$ cat src/rtl/mdct_pkg.sv
// Shared MDCT constants and reader FSM states.
// The MDCT writer and the IMDCT path use these as well.
package mdct_pkg;
    localparam int ADDR_W   = 9;
    localparam int DATA_W   = 16;
    localparam int COEF_NUM = 512;

    typedef enum logic [1:0] {
        IDLE = 2'd0,
        RUN  = 2'd1,
        DONE = 2'd2
    } rd_state_t;
endpackage

$ cat src/rtl/mdct_coef_reader_fifo.sv
// Prefetch FIFO with a registered head entry. A write into an empty FIFO
// goes straight to the head register, and so does a write that arrives while the last entry pops.
module coef_fifo #(
    parameter int DEPTH = 4,
    parameter int W     = 25
) (
    input  logic                     clk_in,
    input  logic                     rst_n,
    input  logic                     wr_en,
    input  logic [W-1:0]             wr_data,
    input  logic                     rd_en,
    output logic [W-1:0]             rd_data,
    output logic                     rd_valid,
    output logic [$clog2(DEPTH):0]   count
);
    localparam int PW = $clog2(DEPTH);

    logic [DEPTH-1:0][W-1:0] mem;
    logic [PW-1:0]           wp, rp;
    logic [PW:0]             mem_cnt;
    logic                    pop, head_free, load, bypass, push;

    assign pop       = rd_valid && rd_en;
    assign head_free = !rd_valid || pop;
    assign load      = head_free && (mem_cnt != '0);
    assign bypass    = head_free && (mem_cnt == '0) && wr_en;
    assign push      = wr_en && !bypass;
    assign count     = mem_cnt + {{PW{1'b0}}, rd_valid};

    always_ff @(posedge clk_in) begin
        if (push)
            mem[wp] <= wr_data;
    end

    always_ff @(posedge clk_in or negedge rst_n) begin
        if (!rst_n) begin
            wp       <= '0;
            rp       <= '0;
            mem_cnt  <= '0;
            rd_data  <= '0;
            rd_valid <= 1'b0;
        end else begin
            if (push)
                wp <= wp + 1'b1;
            if (load) begin
                rp      <= rp + 1'b1;
                rd_data <= mem[rp];
            end else if (bypass) begin
                rd_data <= wr_data;
            end
            rd_valid <= load || bypass || (rd_valid && !pop);
            case ({push, load})
                2'b10:   mem_cnt <= mem_cnt + 1'b1;
                2'b01:   mem_cnt <= mem_cnt - 1'b1;
                default: mem_cnt <= mem_cnt;
            endcase
        end
    end
endmodule

$ cat src/rtl/mdct_coef_reader.sv
// Burst reader for the MDCT coefficient BRAM. Each start pulse streams len
// coefficients from base_addr, in address order, on a valid/ready port.
module mdct_coef_reader #(
    parameter int ADDR_W     = mdct_pkg::ADDR_W,
    parameter int DATA_W     = mdct_pkg::DATA_W,
    parameter int FIFO_DEPTH = 4
) (
    input  logic              clk_in,
    input  logic              rst_n,
    input  logic              start,
    input  logic [ADDR_W-1:0] base_addr,
    input  logic [ADDR_W:0]   len,
    output logic              busy,
    output logic              intr,
    output logic              bram_ena,
    output logic [ADDR_W-1:0] bram_addra,
    input  logic [DATA_W-1:0] bram_douta,
    output logic              coef_valid,
    input  logic              coef_ready,
    output logic [DATA_W-1:0] coef_data,
    output logic [ADDR_W-1:0] coef_idx,
    output logic              coef_last
);
    import mdct_pkg::*;

    localparam int CW = $clog2(FIFO_DEPTH) + 1;
    localparam int EW = DATA_W + ADDR_W;

    rd_state_t         state, state_nxt;
    logic [ADDR_W:0]   len_q, issued;
    logic [ADDR_W-1:0] base_q, addr_q, inflight_idx, issue_addr;
    logic              inflight, issue, xfer, start_acc;
    logic [CW-1:0]     fifo_count;
    logic [CW:0]       credit_used;
    logic [EW-1:0]     head;

    assign start_acc   = (state == IDLE) && start;
    assign issue_addr  = base_q + issued[ADDR_W-1:0];
    // Credits use the count before any pop in this cycle. This is conservative, but it can never overflow.
    assign credit_used = {1'b0, fifo_count} + {{CW{1'b0}}, inflight};
    assign issue       = (state == RUN) && (issued < len_q) &&
                         (credit_used < (CW+1)'(FIFO_DEPTH));

    assign coef_data = head[DATA_W-1:0];
    assign coef_idx  = head[EW-1:DATA_W];
    assign coef_last = coef_valid && ({1'b0, coef_idx} == len_q - (ADDR_W+1)'(1));
    assign xfer      = coef_valid && coef_ready;

    always_ff @(posedge clk_in or negedge rst_n) begin
        if (!rst_n)
            state <= IDLE;
        else
            state <= state_nxt;
    end

    always_comb begin
        state_nxt = state;
        case (state)
            IDLE:    if (start) state_nxt = RUN;
            RUN:     if (len_q == '0 || (xfer && coef_last)) state_nxt = DONE;
            DONE:    state_nxt = IDLE;
            default: state_nxt = IDLE;
        endcase
    end

    always_comb begin
        busy       = (state != IDLE);
        intr       = (state == DONE);
        bram_ena   = issue;
        bram_addra = issue ? issue_addr : addr_q;
    end

    always_ff @(posedge clk_in or negedge rst_n) begin
        if (!rst_n) begin
            len_q        <= '0;
            base_q       <= '0;
            issued       <= '0;
            addr_q       <= '0;
            inflight     <= 1'b0;
            inflight_idx <= '0;
        end else if (start_acc) begin
            len_q    <= len;
            base_q   <= base_addr;
            issued   <= '0;
            inflight <= 1'b0;
        end else begin
            inflight <= issue;
            if (issue) begin
                issued       <= issued + (ADDR_W+1)'(1);
                addr_q       <= issue_addr;
                inflight_idx <= issued[ADDR_W-1:0];
            end
        end
    end

    coef_fifo #(.DEPTH(FIFO_DEPTH), .W(EW)) u_fifo (
        .clk_in   (clk_in),
        .rst_n    (rst_n),
        .wr_en    (inflight),
        .wr_data  ({inflight_idx, bram_douta}),
        .rd_en    (coef_ready),
        .rd_data  (head),
        .rd_valid (coef_valid),
        .count    (fifo_count)
    );
endmodule
$ cat config.mk
export PLATFORM = sky130hd
export DESIGN_NAME = mdct_coef_reader
export DESIGN_NICKNAME = d
export VERILOG_FILES = /design/src/rtl/mdct_pkg.sv /design/src/rtl/mdct_coef_reader_fifo.sv /design/src/rtl/mdct_coef_reader.sv
export SDC_FILE = /design/constraint.sdc
export NUM_CORES = 1
export LEC_CHECK = 0
export CORE_MARGIN = 10
export CORE_UTILIZATION = 62
export DETAILED_ROUTE_END_ITERATION = 8
export HOLD_SLACK_MARGIN = 0.03
export PLACE_DENSITY = 0.85
export SLEW_MARGIN = 20
export SYNTH_ARGS = -nofsm -noshare
export SYNTH_HDL_FRONTEND = slang
export SYNTH_HIERARCHICAL = 1
export SYNTH_SLANG_ARGS = --single-unit
$ cat constraint.sdc
create_clock -name clk_in -period 5.3 [get_ports clk_in]
set_input_delay 1.06 -clock clk_in [delete_from_list [all_inputs] [get_ports clk_in]]
set_output_delay 1.06 -clock clk_in [all_outputs]
set_load 0.01 [all_outputs]
==> out/metrics.cfg <==
[logic_synthesis]
yosysMostFrequentCell = edfxtp_1
syn_avg_cell_area_um2 = 13.1
synth_cell_types = 57
syn_inst = 641
synth_seq_cells = 183
yosysWarnings = 6
synthTopCellsByArea = edfxtp_1 (36%), dfrtp_1 (25%), mux4_2 (6.7%)
synth_common_cells = edfxtp_1 (100), dfrtp_1 (83), nand2_1 (73)
synth_top_area_frac = 0.358
syn-num-nets = 708
ys_seq_area_frac = 0.606
synth-async-reset-ratio = 0.454
syn_area_um2 = 8390
synth_top_cell_by_area = edfxtp_1
synth-edff-count = 100
synth_flop_cell = edfxtp_1

[clocking]
root_buffer = clkbuf_16
htreeDepth = 4
ctsResizeCount = 0
holdBufCountCts = 0
clock_latency_ns = 0.43
clkTransAtPathRegs_ns = 0.06
numCtsBuffers = 17
clock-sinks = 183
cts_tree = built
cts_buffer_depth = 2
post-cts-setup-buffers = 0

[outcome]
status = finished, final reports clean

[hold_path]
hold_path_class = flip-flop to flip-flop
whs_endpoint = addr_q[3]
hp-start = addr_q[3]
hold_depth = 2

[floorplanning]
ios = 78
start_util = 0.633
coreArea_um2 = 13200
die_area_um2 = 18600
die_h_um = 136
die_x_um = 136
rows = 42

[placed_design]
post-place-ws_ns = 0.922
gp_congestion = 0.869
dpl.hpwl_mm = 12.3
io_buffers = 77
dpl_cell_area_um2 = 9270

[routing]
ant_nets = 0
post_drt_wl_per_cell_um = 21.3
routed_via_density = 6.12
firstDrtPassIters = 5
vias = 5543
drt-initial-drc-count = 563
postRouteWirelength_mm = 19.3
drc = 0

[setup_path]
crit_fanout = 31
arrival_ns = 3.91
critical_path_class = flip-flop to output port
reg2reg_from = u_fifo/mem_cnt[0]
end_kind = output port
r2r_slack_ns = 2.23
required_ns = 4.24
r2r_cells = 9
startpoint_type = flip-flop
r2r-end = issued[0]

[grt]
antenna_found_initial = 0
grt_max_degree = 84
grt_pass1_vias = 5778
grt_pass1_wl_mm = 31.3
track_usage = 0.217
grt.overflow.total = 0

[power_and_ir_drop]
power.density_nw_per_um2 = 419
peakVddDrop_uv = 191
leakagePower_nw = 3.87

[timing]
fmax_ghz = 0.201
rsz0062_at_grt = no
final_hold_viol_count = 0
tightest_slew_ns = 1.12
setup_ws_ns = 0.326
finalSetupTns_ns = 0
relSlewSlack = 0.255
finalCriticalPeriod_ns = 4.97
finalSetupViolCount = 0
finClkSkew_ns = 0.00967
slew_violations = 0
fin_crit_sh = 0.938

[cells_and_area]
drive_above_1_share = 0.139
design_area_um2 = 9840
fillers = 827
syn2layout_area_growth_pct = 17.4
finalNetCount = 783
antenna_cells = 0

[flow_run]
drv_cap = 0

[cell families (layout without fill, tap and decap cells)]
| logic type | after synthesis | after routing | synth area share |
|---|---|---|---|
| XOR/XNOR | 35 | 35 | 0.0366 |
| flip-flops | 183 | 183 | 0.606 |
| AND/OR/NAND/NOR | 195 | 195 | 0.110 |
| adder cells (fa/ha/maj) | 28 | 28 | 0.0436 |
| AO/OA/AOI/OAI | 113 | 113 | 0.100 |
| multiplexers | 27 | 27 | 0.0697 |
| buffers and inverters | 60 | 148 | 0.0348 |
[critical path: stages, from the launching register on]
cell and delay (ns):
dfrtp_1 0.46, ha_1 0.22, ha_1 0.18, xor2_1 0.17, nor4_2 0.61, o21ai_0 0.25
or3_1 0.53, buf_4 0.31, o21ai_1 0.18, clkdlybuf4s50_1 0.57
[cells in the final DEF (no fill, tap or decap), types with 3 or more instances in the layout]
cell,synthesis,routed
edfxtp_1,100,100
dfrtp_1,83,83
clkdlybuf4s50_1,0,76
nand2_1,73,73
nor2_1,44,44
a21oi_1,30,30
nor3_1,29,29
inv_1,27,27
ha_1,26,26
mux4_2,25,25
xnor2_1,20,20
o21ai_0,18,18
a211oi_2,18,18
clkbuf_16,0,17
o21ai_1,16,16
xor2_1,15,15
buf_4,0,11
and2_1,7,7
nand4_1,6,6
a211oi_1,6,6
nor4_1,6,6
nand3_1,5,5
nand2b_1,4,4
o21ai_2,4,4
and3_1,3,3
nor2b_1,3,3
inv_6,0,3
clkbuf_1,18,3
[worst max path at each step]
stage                     slack (ns)  cells after the start               from       endpoint
after floorplan                 1.85                      9    u_fifo/rd_valid  bram_addra[2]
after CTS                       0.40                      9  u_fifo/mem_cnt[0]  bram_addra[3]
after global routing            0.07                      9  u_fifo/mem_cnt[0]  bram_addra[3]
after detailed placement        0.92                      9  u_fifo/mem_cnt[0]  bram_addra[5]
after global placement          1.06                      9  u_fifo/mem_cnt[0]  bram_addra[4]
final                           0.33                      9  u_fifo/mem_cnt[0]  bram_addra[4]
[power by group]
group          internal, mW  switching [mW]  total, mW
Combinational         0.550           0.605       1.15
Clock                 0.671           0.539       1.21
Sequential             1.62           0.139       1.75
Total                  2.84            1.28       4.12
[per-layer routing]
| layer | track usage | wire [um] | vias up |
|---|---|---|---|
| met5 | 0 | 0 | - |
| met4 | 0.0852 | 407 | 0 |
| met3 | 0.0487 | 1410 | 37 |
| met2 | 0.368 | 10100 | 258 |
| met1 | 0.266 | 7410 | 2747 |
| li1 | - | - | 2501 |
[state kept, by name, summed over array words and instances (netlist names)]
register,cells
inflight,1
u_fifo/rd_data,25
u_fifo/mem_cnt,3
u_fifo/rd_valid,1
u_fifo/mem,100
addr_q,9
len_q,10
issued,10
base_q,9
state,2
u_fifo/rp,2
u_fifo/wp,2
inflight_idx,9
[area by class of cell]
class / instances / area [um2] / area share
Inverter: 28 / 105 / 0.0107
Sequential cell: 183 / 5080 / 0.516
Timing Repair Buffer: 88 / 855 / 0.0868
Clock buffer: 21 / 450 / 0.0458
Clock inverter: 11 / 116 / 0.0118
Multi-Input combinational cell: 398 / 3020 / 0.306
Tap cell: 176 / 220 / 0.0224
[through the flow]
stage               utilization  hold WS, ns  power [mW]  cells
CTS                       0.743        0.487        4.13    905
floorplan                     -        0.439        2.48    641
finish                    0.743        0.483        4.12    905
global placement          0.700        0.461        2.87    873
global route              0.743        0.514        4.29    905
detailed placement        0.700        0.465        2.91    873
(Power assumes the default switching activity.)
